--- src/rtl/fc_pkg.sv ---
//-----------------------------------------------------------------------------
// fc_pkg
// Shared definitions for the FC training sequencer slice.
//   - state_t      : sequencer phases for one training sample
//   - BANK_RAM*    : memory bank-select codes {fc1_com_end, fc2_com_end}
//   - ONE_FX       : fixed-point 1.0 used as the correct-class target
//   - ADDR_W/DATA_W: memory write-port widths
//-----------------------------------------------------------------------------
`timescale 1ns/1ps
package fc_pkg;

  localparam int ADDR_W = 16;
  localparam int DATA_W = 16;

  localparam logic [DATA_W-1:0] ONE_FX = 16'h0400;

  localparam logic [1:0] BANK_RAM0 = 2'b00;
  localparam logic [1:0] BANK_RAM1 = 2'b10;
  localparam logic [1:0] BANK_RAM2 = 2'b11;

  typedef enum logic [3:0] {
    IDLE,
    CONV,
    FC1,
    FC2,
    LABEL,
    BPROP,
    BGAP,
    UPDATE,
    UGAP
  } state_t;

endpackage

--- src/rtl/fc_wr_mux.sv ---
//-----------------------------------------------------------------------------
// fc_wr_mux
// Combinational three-source arbiter for the single FC memory write port.
// The sequencer state alone decides the owner; a request from any other
// source is simply dropped.
// Ports:
//   state                       : current sequencer state
//   conv_we/conv_addr/conv_data : conv engine request (owner in CONV)
//   fc_we/fc_addr/fc_data       : FC engine request (owner in FC1/FC2)
//   lbl_we/lbl_addr/lbl_data    : internal label writer (owner in LABEL)
//   mem_we/mem_addr/mem_data    : muxed memory write port
//-----------------------------------------------------------------------------
`timescale 1ns/1ps
module fc_wr_mux
  import fc_pkg::*;
(
  input  state_t            state,
  input  logic              conv_we,
  input  logic [ADDR_W-1:0] conv_addr,
  input  logic [DATA_W-1:0] conv_data,
  input  logic              fc_we,
  input  logic [ADDR_W-1:0] fc_addr,
  input  logic [DATA_W-1:0] fc_data,
  input  logic              lbl_we,
  input  logic [ADDR_W-1:0] lbl_addr,
  input  logic [DATA_W-1:0] lbl_data,
  output logic              mem_we,
  output logic [ADDR_W-1:0] mem_addr,
  output logic [DATA_W-1:0] mem_data
);

  // Pick the write owner from the state. States with no owner drive an
  // all-zero port so the memory never sees stale addresses or data.
  always_comb begin
    mem_we   = 1'b0;
    mem_addr = '0;
    mem_data = '0;
    case (state)
      CONV: begin
        mem_we   = conv_we;
        mem_addr = conv_addr;
        mem_data = conv_data;
      end
      FC1, FC2: begin
        mem_we   = fc_we;
        mem_addr = fc_addr;
        mem_data = fc_data;
      end
      LABEL: begin
        mem_we   = lbl_we;
        mem_addr = lbl_addr;
        mem_data = lbl_data;
      end
      default: begin
        mem_we   = 1'b0;
        mem_addr = '0;
        mem_data = '0;
      end
    endcase
  end

endmodule

--- src/rtl/fc_train_sequencer.sv ---
//-----------------------------------------------------------------------------
// fc_train_sequencer
// Walks one training sample through the FC memory/backprop block:
// conv load -> FC1 -> FC2 -> one-hot label write -> backprop, and after
// BATCH_SIZE samples runs the weight update.
// Ports:
//   clk, reset (synchronous, active high)
//   start, label                 : begin a sample (IDLE only), class index
//   conv_done/fc1_done/fc2_done  : phase-complete pulses
//   conv_* / fc_*                : engine write requests
//   fc_bck_prop_end/fc_batch_end : completion levels from the memory
//   mem_we/mem_addr/mem_data     : arbitrated memory write port
//   fc1_com_end/fc2_com_end      : registered bank selects
//   bck_prop_start/batch_end     : level handshakes toward the memory
//   busy, sample_done, batch_done, batch_cnt : status
//   seq_err                      : sticky watchdog error
// Optional feature macro: FC_SEQ_TIMEOUT_EN enables a per-phase watchdog of
// TIMEOUT_CYC cycles; without it seq_err is tied low.
//-----------------------------------------------------------------------------
`timescale 1ns/1ps
module fc_train_sequencer #(
  parameter int BCK_CELL   = 10,
  parameter int BATCH_SIZE = 32,
`ifdef FC_SEQ_TIMEOUT_EN
  parameter int TIMEOUT_CYC = 4096,
`endif
  parameter logic [15:0] ONE_FX = fc_pkg::ONE_FX
) (
  input  logic                      clk,
  input  logic                      reset,
  input  logic                      start,
  input  logic [3:0]                label,
  input  logic                      conv_done,
  input  logic                      fc1_done,
  input  logic                      fc2_done,
  input  logic                      conv_we,
  input  logic [fc_pkg::ADDR_W-1:0] conv_addr,
  input  logic [fc_pkg::DATA_W-1:0] conv_data,
  input  logic                      fc_we,
  input  logic [fc_pkg::ADDR_W-1:0] fc_addr,
  input  logic [fc_pkg::DATA_W-1:0] fc_data,
  input  logic                      fc_bck_prop_end,
  input  logic                      fc_batch_end,
  output logic                      mem_we,
  output logic [fc_pkg::ADDR_W-1:0] mem_addr,
  output logic [fc_pkg::DATA_W-1:0] mem_data,
  output logic                      fc1_com_end,
  output logic                      fc2_com_end,
  output logic                      bck_prop_start,
  output logic                      batch_end,
  output logic                      busy,
  output logic                      sample_done,
  output logic                      batch_done,
  output logic [4:0]                batch_cnt,
  output logic                      seq_err
);

  import fc_pkg::*;

  localparam logic [3:0] K_LAST   = 4'(BCK_CELL - 1);
  localparam logic [4:0] CNT_LAST = 5'(BATCH_SIZE - 1);

  state_t            state;
  logic [3:0]        label_q;
  logic [3:0]        k_cnt;
  logic              timeout_hit;
  logic [ADDR_W-1:0] lbl_addr;
  logic [DATA_W-1:0] lbl_data;

  // Label writer: word k lands at BCK_CELL+k and carries 1.0 only for the
  // correct class. An out-of-range label never matches k, so every word is 0.
  always_comb begin
    lbl_addr = ADDR_W'(BCK_CELL) + ADDR_W'(k_cnt);
    lbl_data = (k_cnt == label_q) ? ONE_FX : '0;
  end

  // Write-port arbitration lives in its own combinational block.
  fc_wr_mux u_wr_mux (
    .state     (state),
    .conv_we   (conv_we),
    .conv_addr (conv_addr),
    .conv_data (conv_data),
    .fc_we     (fc_we),
    .fc_addr   (fc_addr),
    .fc_data   (fc_data),
    .lbl_we    (state == LABEL),
    .lbl_addr  (lbl_addr),
    .lbl_data  (lbl_data),
    .mem_we    (mem_we),
    .mem_addr  (mem_addr),
    .mem_data  (mem_data)
  );

`ifdef FC_SEQ_TIMEOUT_EN
  localparam int PH_W = $clog2(TIMEOUT_CYC + 1);

  logic [PH_W-1:0] phase_cnt;
  logic            phase_wait;
  logic            phase_adv;

  // A phase "waits" when it depends on an external event; the counter only
  // runs there and restarts whenever the awaited event moves the state on.
  always_comb begin
    phase_wait = 1'b0;
    phase_adv  = 1'b1;
    case (state)
      CONV:    begin phase_wait = 1'b1; phase_adv = conv_done;       end
      FC1:     begin phase_wait = 1'b1; phase_adv = fc1_done;        end
      FC2:     begin phase_wait = 1'b1; phase_adv = fc2_done;        end
      BPROP:   begin phase_wait = 1'b1; phase_adv = fc_bck_prop_end; end
      UPDATE:  begin phase_wait = 1'b1; phase_adv = fc_batch_end;    end
      default: begin phase_wait = 1'b0; phase_adv = 1'b1;            end
    endcase
    timeout_hit = phase_wait && !phase_adv &&
                  (phase_cnt == PH_W'(TIMEOUT_CYC - 1));
  end

  // Phase watchdog counter and its sticky error flag.
  always_ff @(posedge clk) begin
    if (reset) begin
      phase_cnt <= '0;
      seq_err   <= 1'b0;
    end else if (timeout_hit) begin
      phase_cnt <= '0;
      seq_err   <= 1'b1;
    end else if (!phase_wait || phase_adv) begin
      phase_cnt <= '0;
    end else begin
      phase_cnt <= phase_cnt + 1'b1;
    end
  end
`else
  assign timeout_hit = 1'b0;
  assign seq_err     = 1'b0;
`endif

  // Main sequencer. Every registered output is updated on the same edge as
  // the state it belongs to, so bank selects and handshakes never lag the
  // state by a cycle. sample_done/batch_done default low to form pulses.
  always_ff @(posedge clk) begin
    if (reset) begin
      state          <= IDLE;
      label_q        <= '0;
      k_cnt          <= '0;
      batch_cnt      <= '0;
      fc1_com_end    <= 1'b0;
      fc2_com_end    <= 1'b0;
      bck_prop_start <= 1'b0;
      batch_end      <= 1'b0;
      busy           <= 1'b0;
      sample_done    <= 1'b0;
      batch_done     <= 1'b0;
    end else if (timeout_hit) begin
      state          <= IDLE;
      k_cnt          <= '0;
      fc1_com_end    <= 1'b0;
      fc2_com_end    <= 1'b0;
      bck_prop_start <= 1'b0;
      batch_end      <= 1'b0;
      busy           <= 1'b0;
      sample_done    <= 1'b0;
      batch_done     <= 1'b0;
    end else begin
      sample_done <= 1'b0;
      batch_done  <= 1'b0;
      case (state)
        IDLE: begin
          if (start) begin
            label_q <= label;
            busy    <= 1'b1;
            state   <= CONV;
          end
        end
        CONV: begin
          if (conv_done) begin
            {fc1_com_end, fc2_com_end} <= BANK_RAM1;
            state <= FC1;
          end
        end
        FC1: begin
          if (fc1_done) begin
            {fc1_com_end, fc2_com_end} <= BANK_RAM2;
            state <= FC2;
          end
        end
        FC2: begin
          if (fc2_done) begin
            k_cnt <= '0;
            state <= LABEL;
          end
        end
        LABEL: begin
          if (k_cnt == K_LAST) begin
            k_cnt          <= '0;
            bck_prop_start <= 1'b1;
            state          <= BPROP;
          end else begin
            k_cnt <= k_cnt + 1'b1;
          end
        end
        BPROP: begin
          // The batch decision is made here; a non-final sample already
          // shows its incremented count and sample_done during the gap.
          if (fc_bck_prop_end) begin
            bck_prop_start <= 1'b0;
            if (batch_cnt != CNT_LAST) begin
              batch_cnt   <= batch_cnt + 1'b1;
              sample_done <= 1'b1;
            end
            state <= BGAP;
          end
        end
        BGAP: begin
          // sample_done high here means the batch is not yet complete.
          {fc1_com_end, fc2_com_end} <= BANK_RAM0;
          if (sample_done) begin
            busy  <= 1'b0;
            state <= IDLE;
          end else begin
            batch_end <= 1'b1;
            state     <= UPDATE;
          end
        end
        UPDATE: begin
          if (fc_batch_end) begin
            batch_end   <= 1'b0;
            batch_cnt   <= '0;
            sample_done <= 1'b1;
            batch_done  <= 1'b1;
            state       <= UGAP;
          end
        end
        UGAP: begin
          busy  <= 1'b0;
          state <= IDLE;
        end
        default: begin
          {fc1_com_end, fc2_com_end} <= BANK_RAM0;
          bck_prop_start <= 1'b0;
          batch_end      <= 1'b0;
          busy           <= 1'b0;
          state          <= IDLE;
        end
      endcase
    end
  end

endmodule

--- config.mk ---
export PLATFORM = sky130hd
export DESIGN_NAME = fc_train_sequencer
export DESIGN_NICKNAME = d
export VERILOG_FILES = /design/src/rtl/fc_pkg.sv /design/src/rtl/fc_wr_mux.sv /design/src/rtl/fc_train_sequencer.sv
export SDC_FILE = /design/constraint.sdc
export NUM_CORES = 1
export LEC_CHECK = 0
export ABC_AREA = 1
export CAP_MARGIN = 5
export CORE_MARGIN = 2
export CORE_UTILIZATION = 39
export DETAILED_ROUTE_END_ITERATION = 7
export PLACE_DENSITY = 0.87
export SLEW_MARGIN = 20
export SYNTH_ARGS = -nofsm -noshare
export SYNTH_HDL_FRONTEND = slang
export SYNTH_SLANG_ARGS = --single-unit
--- constraint.sdc ---
create_clock -name clk -period 3.6 [get_ports clk]
set_input_delay 0.72 -clock clk [delete_from_list [all_inputs] [get_ports clk]]
set_output_delay 0.72 -clock clk [all_outputs]
set_load 0.1 [all_outputs]
# After elaboration in Yosys (flattened, before gate mapping)
# Cells that the tools add are included.
# word_totals
ff_bits	24
latchBits	0
mem_bits_rw	0
rom_bits	0
in_bits	78
output_inout_bits	46
word_cells	95
n_memories	0
# classes
n_addsub	3
multipliers	0
div_mod_pow	0
magnitude_cmp	0
n_eq_ne	21
n_shift	0
mux	38
bitwise_logic	5
n_reduce_logical	17
# ops
cell	n
16-bit one-hot mux with 3 select lines	2
4-bit two-way mux	9
4-bit one-hot mux with 8 select lines	1
2-bit != test, second input constant	10
1-bit one-hot mux with 3 select lines	6
4-bit by 3-bit == test with 1-bit output, second input constant	4
5-bit two-way mux	3
7-bit OR reduction	2
1-bit two-way mux	12
3-bit AND reduction	4
6-bit OR reduction	2
11-bit two-way mux	1
5-bit one-hot mux with 2 select lines	1
4-bit by 2-bit == test with 1-bit output, second input constant	2
4-bit == test, second input constant	2
4-bit one-hot mux with 2 select lines	1
7-bit AND reduction	1
4-bit by 4-bit adder with 5-bit output, first input constant	1
5-bit by 1-bit adder with 5-bit output, second input constant	1
5-bit != test, second input constant	1
1-bit NOT	5
4-bit by 1-bit adder with 4-bit output, second input constant	1
4-bit by 1-bit == test with 1-bit output, second input constant	1
4-bit == test	1
other kinds (7)	10

# Longest topological paths before layout
# Gate-level depths: netlist of the first run.
# depth
ltp_word	4
depth_mapped	10
ltp_nobuf	10

# Modules after synthesis
# A second synthesis of the first run with hierarchy kept.
# hier_totals
cells_unflattened	357
area_unflattened_um2	2243.4
# by_module_without_submodules
module	n_inst	cells_per_inst	area_each_um2	seq_area_each_um2
fc_train_sequencer	1	199	1321.3	480.5
fc_wr_mux	1	158	922.1	0.0

# Worst setup path before layout of the first run
# Ideal clock, no wire load.
# synth_timing
path_kind	register -> output
start	reg state[2]
end	out mem_addr[3] in the netlist's numbering
t_arrival_ns	2.254
required_ns	2.880
slack_ns	0.626
path_stages_with_launch	5
n_path_buf	0
path_cell_list	dfxtp_1 -> inv_1 -> nor2_4 -> nand2_2 -> o211ai_1
# synth_via
elab_chain_cells	3
word_cells_on_any_way	6
cone_classes	eq/ne: 4; mux: 1; reduce/logical: 1
# synth_rtl
element	line	rtl
start: declaration	fc_train_sequencer.sv:63	state_t state;
start signal: assignment	fc_train_sequencer.sv:142	state <= IDLE;
start signal: assignment	fc_train_sequencer.sv:154	state <= IDLE;
start signal: assignment	fc_train_sequencer.sv:171	state <= CONV;
4-bit by 2-bit == test with 1-bit output	fc_wr_mux.sv:38	case (state)
2-bit OR reduction	fc_wr_mux.sv:38	
16-bit one-hot mux with 3 select lines *	fc_wr_mux.sv:38	
end: declaration	fc_train_sequencer.sv:45	output logic [fc_pkg::ADDR_W-1:0] mem_addr,
# Every way passes the cells marked *; elsewhere a longest branch is shown, timed or not.

# Final worst setup path of the first run
# layout_timing
start	reg state[0]
end	out mem_addr[3] in the netlist's numbering
# Same word-level chain as after synthesis.

==> results.ini, run 1 <==
[status]
outcome = finished, final reports clean

[power_and_ir_drop]
peakVddDrop_uv = 623.0
total_power_mw = 3.294
power.leakage_nw = 1.409
power_density_nw_per_um2 = 960.6

[synthesis]
ys.flop_type = dfxtp_1
synth-seq-cells = 24
yosysWarnings = 0
post-synth-top-area-fraction = 0.2630
synthTopCellsByArea = dfxtp_1 26%, a32o_1 14%, nand2_1 9.7%, nand3_1 8.5%, nor2_1 5.3%
synth_most_common_cell = nand2_1
synth_area_per_cell_um2 = 6.893
synthTopCellsByCount = 47 x nand2_1, 31 x nand3_1, 26 x a32o_1, 26 x nor2_1, 25 x inv_1
syn-num-nets = 348
synth_area_um2 = 1827
syn-instance-count = 265
synth_edf_count = 0
synth_top_area_cell = dfxtp_1
synthDistinctLibCells = 32
async_flop_share = 0
synth-seq-area-share = 0.2630

[placed_design]
place_area_um2 = 3374
dp_hpwl_mm = 5.545
place.gp.congestion = 0.9151
io_buffers = 122

[grt]
grt_max_degree = 40
antenna_found_initial = 0
overflow = 0
grt_pass1_vias = 2323
grt_pass1_wl_mm = 11.35
grt.total_usage = 0.2744

[sta]
slew_headroom = 0.3450
setup-violations-final = 0
slew_viol_final = 0
skew_ns = 0.004758
rsz0062_at_grt = no
min_period_over_period = 0.7780
setup_tns_ns = 0
min_period_ns = 2.801
fmax_ghz = 0.3570
hold_violations = 0
worstMarginPinSlew_ns = 0.9794

[critical_path]
crit_required_ns = 2.88
r2r_end = fc1_com_end$_SDFFE_PP0P_
cp_max_fo = 35
startpoint_type = register
cp.arrival_ns = 2.08
r2r_setup_slack_ns = 1.80
worstSetupPathType = register to output port
crit_path_end_kind = output port
reg2reg_from = state[0]$_SDFFE_PP0P_
worstRegToRegCells = 6

[hold_path]
hp-class = register to register
min_to = busy$_SDFFE_PP0P_
holdPathStages = 2
min-delay-start = busy$_SDFFE_PP0P_

[floorplanning]
die-area_um2 = 5248
coreArea_um2 = 4444
die_y_um = 72.44
rows = 24
die_w_um = 72.44
io_pins = 124
initial_utilization = 0.4110

[route]
wl_mm = 7.381
first_pass_iters = 5
route.detailed.drc = 0
vias = 2392
avgViaCountPerCell = 5.563
ant_nets = 0
wl_met1_mm = 2.909
met3_length_um = 642
wl_per_cell_um = 17.17
drt_iter0_markers = 135
wl_met2_mm = 3.643
top_layer = met4

[flow_run]
cap_viol_max_count = 0

[clock_tree]
tritoncts = built
cts_htree_levels = 1
root_buffer = clkbuf_8
holdBufCountCts = 0
cts_resized = 0
cts_setup_buffers = 0
clk_pin_slew_ns = 0.08
clk_latency_ns = 0.27
cts_buffer_depth = 2
cts_inserted_buffers = 3
cts.sinks = 24

[finish]
final_area_um2 = 3430
drive_above_1_share = 0.1561
synthToLayoutAreaGrowth_pct = 87.74
layout.nets = 462
multi_input_area_um2 = 1154
nFillCells = 329
n_antenna_cell = 0
seq_area_um2 = 480.5

==> power breakdown <==
group | internal [mW] | switching, mW
clock network | 0.0976 | 0.0853
logic | 0.883 | 1.86
registers | 0.319 | 0.0449
==> registers in the layout (all words and copies together), names as in the netlist, 4 cells and up <==
register / flops
batch_cnt: 5
state: 4
k_cnt: 4
label_q: 4
==> stage by stage <==
stage	std cells	util	setup slack (ns)	hold slack (ns)
final	430	0.7717	0.7992	0.4535
after global routing	430	0.7717	0.7077	0.5009
after CTS	430	0.7717	0.8145	0.4608
after detailed placement	426	0.7593	1.131	0.4457
after global placement	426	0.7593	1.206	0.4372
after floorplan	265	-	0.6263	0.4347
==> cell usage in the layout (no fill, tap or decap) <==
| master | netlist | routed |
|---|---|---|
| nand4_1 | 1 | 1 |
| buf_4 | 2 | 2 |
| nand2_2 | 4 | 4 |
| clkbuf_8 | 0 | 4 |
| nor3_2 | 1 | 1 |
| nor2_1 | 26 | 26 |
| o211a_1 | 1 | 1 |
| o21ai_0 | 8 | 8 |
| buf_12 | 0 | 33 |
| nand3b_1 | 1 | 1 |
| nand2_4 | 1 | 1 |
| a21oi_2 | 1 | 1 |
| nand3_2 | 1 | 1 |
| ha_1 | 5 | 5 |
| nand2_1 | 47 | 47 |
| conb_1 | 1 | 1 |
| o211ai_1 | 4 | 4 |
| inv_1 | 25 | 25 |
| o21ai_1 | 1 | 1 |
| dfxtp_1 | 24 | 24 |
| o22ai_1 | 2 | 2 |
| xor2_1 | 4 | 4 |
| nand3_1 | 31 | 31 |
| nor2_4 | 2 | 2 |
| nor2_2 | 6 | 6 |
| inv_2 | 4 | 4 |
| nor3_1 | 3 | 3 |
| a41oi_1 | 1 | 1 |
| clkdlybuf4s50_1 | 0 | 89 |
| a21oi_1 | 17 | 17 |
| xnor2_1 | 2 | 2 |
| a32o_1 | 26 | 26 |
==> layout make-up <==
type | count | area share
clock buffers | 4 | 0.01605
inverters | 29 | 0.03174
multi-input cells | 197 | 0.3364
flip-flops and latches | 24 | 0.1401
well taps | 52 | 0.01897
repair buffers | 124 | 0.4568
==> worst max-delay path, stage by stage (launching register included) <==
cell,delay (ns)
dfxtp_1,0.47
nand2_1,0.13
nor2_4,0.65
nand2_1,0.13
o211ai_1,0.20
buf_12,0.22
==> metal layers <==
| layer | up-vias | track usage |
|---|---|---|
| li1 | 1150 | - |
| met1 | 1109 | 0.3127 |
| met2 | 117 | 0.4954 |
| met3 | 16 | 0.06250 |
| met4 | 0 | 0.1049 |
| met5 | - | 0 |
==> cell families after synthesis <==
logic type	share of synthesized area
AO/OA/AOI/OAI	0.2521
XOR/XNOR	0.02877
adder cells (fa/ha/maj)	0.03425
buffers and inverters	0.1055
flip-flops	0.2630
other	0.002053
AND/OR/NAND/NOR	0.3144
==> worst max path at each step <==
stage                               start           to  slack, ns
detailed placement  state[3]$_SDFFE_PP0P_  mem_addr[3]       1.13
floorplan           state[2]$_SDFFE_PP0P_  mem_addr[3]       0.63
global route        state[3]$_SDFFE_PP0P_  mem_addr[1]       0.71
global placement    state[3]$_SDFFE_PP0P_  mem_addr[3]       1.21
CTS                 state[0]$_SDFFE_PP0P_  mem_addr[3]       0.81
finish              state[0]$_SDFFE_PP0P_  mem_addr[3]       0.80
No activity file was read; power rests on OpenSTA's default activity.
==> inputs of run 2 (changes only) <==
--- a/config.mk
+++ b/config.mk
@@ -8,9 +8,9 @@
 export ABC_AREA = 1
 export CAP_MARGIN = 5
 export CORE_MARGIN = 2
-export CORE_UTILIZATION = 39
+export CORE_UTILIZATION = 36
 export DETAILED_ROUTE_END_ITERATION = 7
-export PLACE_DENSITY = 0.87
+export PLACE_DENSITY = 0.81
 export SLEW_MARGIN = 20
 export SYNTH_ARGS = -nofsm -noshare
 export SYNTH_HDL_FRONTEND = slang
==> constraint.sdc (replaced) <==
create_clock -name clk -period 2.9 [get_ports clk]
set_input_delay 0.58 -clock clk [delete_from_list [all_inputs] [get_ports clk]]
set_output_delay 0.58 -clock clk [all_outputs]
set_load 0.1 [all_outputs]
==> run 2 against run 1 <==
Critical path type unchanged; via count decreased by 4.4%; global-route usage is 4.7 points lower; clock power up 63%; final cell count grew 4.0%; register-to-register slack got worse by 0.62 ns; sequential power is 26% higher; first-iteration DRC count decreased by 20%; sequential cell count stayed put; largest cell class unchanged.
==> results.ini, run 2 (same netlist as run 1, synthesis figures left out) <==
[status]
outcome = finished, final reports clean

[clock_tree]
clk_latency_ns = 0.27
root_buffer = clkbuf_8
cts_setup_buffers = 0
tritoncts = built
clk_pin_slew_ns = 0.09
cts_inserted_buffers = 3
cts_buffer_depth = 2
cts_htree_levels = 1
cts_resized = 0
cts.sinks = 24
holdBufCountCts = 0

[flow_run]
cap_viol_max_count = 0

[placed_design]
place.gp.congestion = 0.9620
dp_hpwl_mm = 5.405
io_buffers = 122

[finish]
drive_above_1_share = 0.1921
largest_reg_flops = 5
final_cell_mix = 77 x clkdlybuf4s50_1, 47 x nand2_1, 33 x buf_12, 31 x nand3_1
synthToLayoutAreaGrowth_pct = 88.84
top_register = batch_cnt
layout.nets = 464
final_common_cell = clkdlybuf4s50_1
n_antenna_cell = 0
nFillCells = 397

[power_and_ir_drop]
power_density_nw_per_um2 = 1200
power.leakage_nw = 1.449
peakVddDrop_uv = 873.8
total_power_mw = 4.139

[floorplanning]
die-area_um2 = 5660
rows = 25
die_y_um = 75.24
io_pins = 124
coreArea_um2 = 4817
initial_utilization = 0.3792
die_w_um = 75.24

[route]
first_pass_iters = 4
drt_iter0_markers = 108
avgViaCountPerCell = 5.114
route.detailed.drc = 0
vias = 2286
wl_per_cell_um = 15.33
wl_mm = 6.854
ant_nets = 0

[sta]
hold_violations = 0
min_period_ns = 2.407
slew_viol_final = 0
rsz0062_at_grt = no
setup-violations-final = 0
fmax_ghz = 0.4155
setup_tns_ns = 0
fin_hold_ws_ns = 0.4519
min_period_over_period = 0.8299
skew_ns = 0.002386

[critical_path]
crit_path_end_kind = output port
cp_max_fo = 13
worstRegToRegCells = 9
startpoint_type = register
worstSetupPathType = register to output port
cp.arrival_ns = 1.83
crit_required_ns = 2.32
r2r_setup_slack_ns = 1.18

[grt]
overflow = 0
grt_max_degree = 40
grt_pass1_vias = 2076
antenna_found_initial = 0
grt.total_usage = 0.2277
grt_pass1_wl_mm = 9.853

[hold_path]
holdPathStages = 2
hp-class = register to register

## run 2: cell count changes in the layout (fill, tap and decap cells not counted)
cell,before,now
clkbuf_8,4,3
clkdlybuf4s50_1,89,77
buf_4,2,16
bufinv_16,0,1
## run 2: worst max-delay path, cell delays in order (launching register included)
cell and delay, ns:
dfxtp_1 0.38, inv_1 0.11, nand2_1 0.09, nor2_4 0.29
buf_4 0.23, nand2_1 0.07, o211ai_1 0.15, buf_12 0.22
## run 2: path summary, 6_finish.rpt
| path | endpoint | from |
|---|---|---|
| max | mem_addr[1] | state[1]$_SDFFE_PP0P_ |
| min | busy$_SDFFE_PP0P_ | busy$_SDFFE_PP0P_ |
| max reg2reg | state[0]$_SDFFE_PP0P_ | state[1]$_SDFFE_PP0P_ |
| min reg2reg | busy$_SDFFE_PP0P_ | busy$_SDFFE_PP0P_ |
## run 2: metrics by stage
step	instances	util	worst slack [ns]	cell area, µm²
detailed placement	443	0.7013	0.7901	3378
floorplan	265	-	0.06625	1827
global placement	443	0.7013	0.7865	3378
finish	447	0.7161	0.4934	3450
CTS	447	0.7161	0.4845	3450
global route	447	0.7161	0.3766	3450
## run 2: metal layers
layer / vias up / share of wire / track usage
li1: 1149 / - / -
met1: 1026 / 0.40 / 0.2830
met2: 98 / 0.48 / 0.3986
met3: 13 / 0.089 / 0.02945
met4: 0 / 0.028 / 0.08967
met5: - / 0 / 0
## run 2: power by group
group / total [mW] / switching (mW) / leakage [nW] / internal, mW
clock: 0.298 / 0.114 / 0.0357 / 0.185
combinational: 3.38 / 2.28 / 1.22 / 1.10
sequential: 0.457 / 0.0610 / 0.196 / 0.396
## run 2: layout make-up
class	count	area (µm²)	share of cell area
Clock buffer	3	41.29	0.01197
Clock inverter	1	30.03	0.008705
Inverter	29	108.9	0.03156
Multi-Input combinational cell	197	1154	0.3344
Sequential cell	24	480.5	0.1393
Tap cell	67	83.83	0.02430
Timing Repair Buffer	126	1551	0.4498
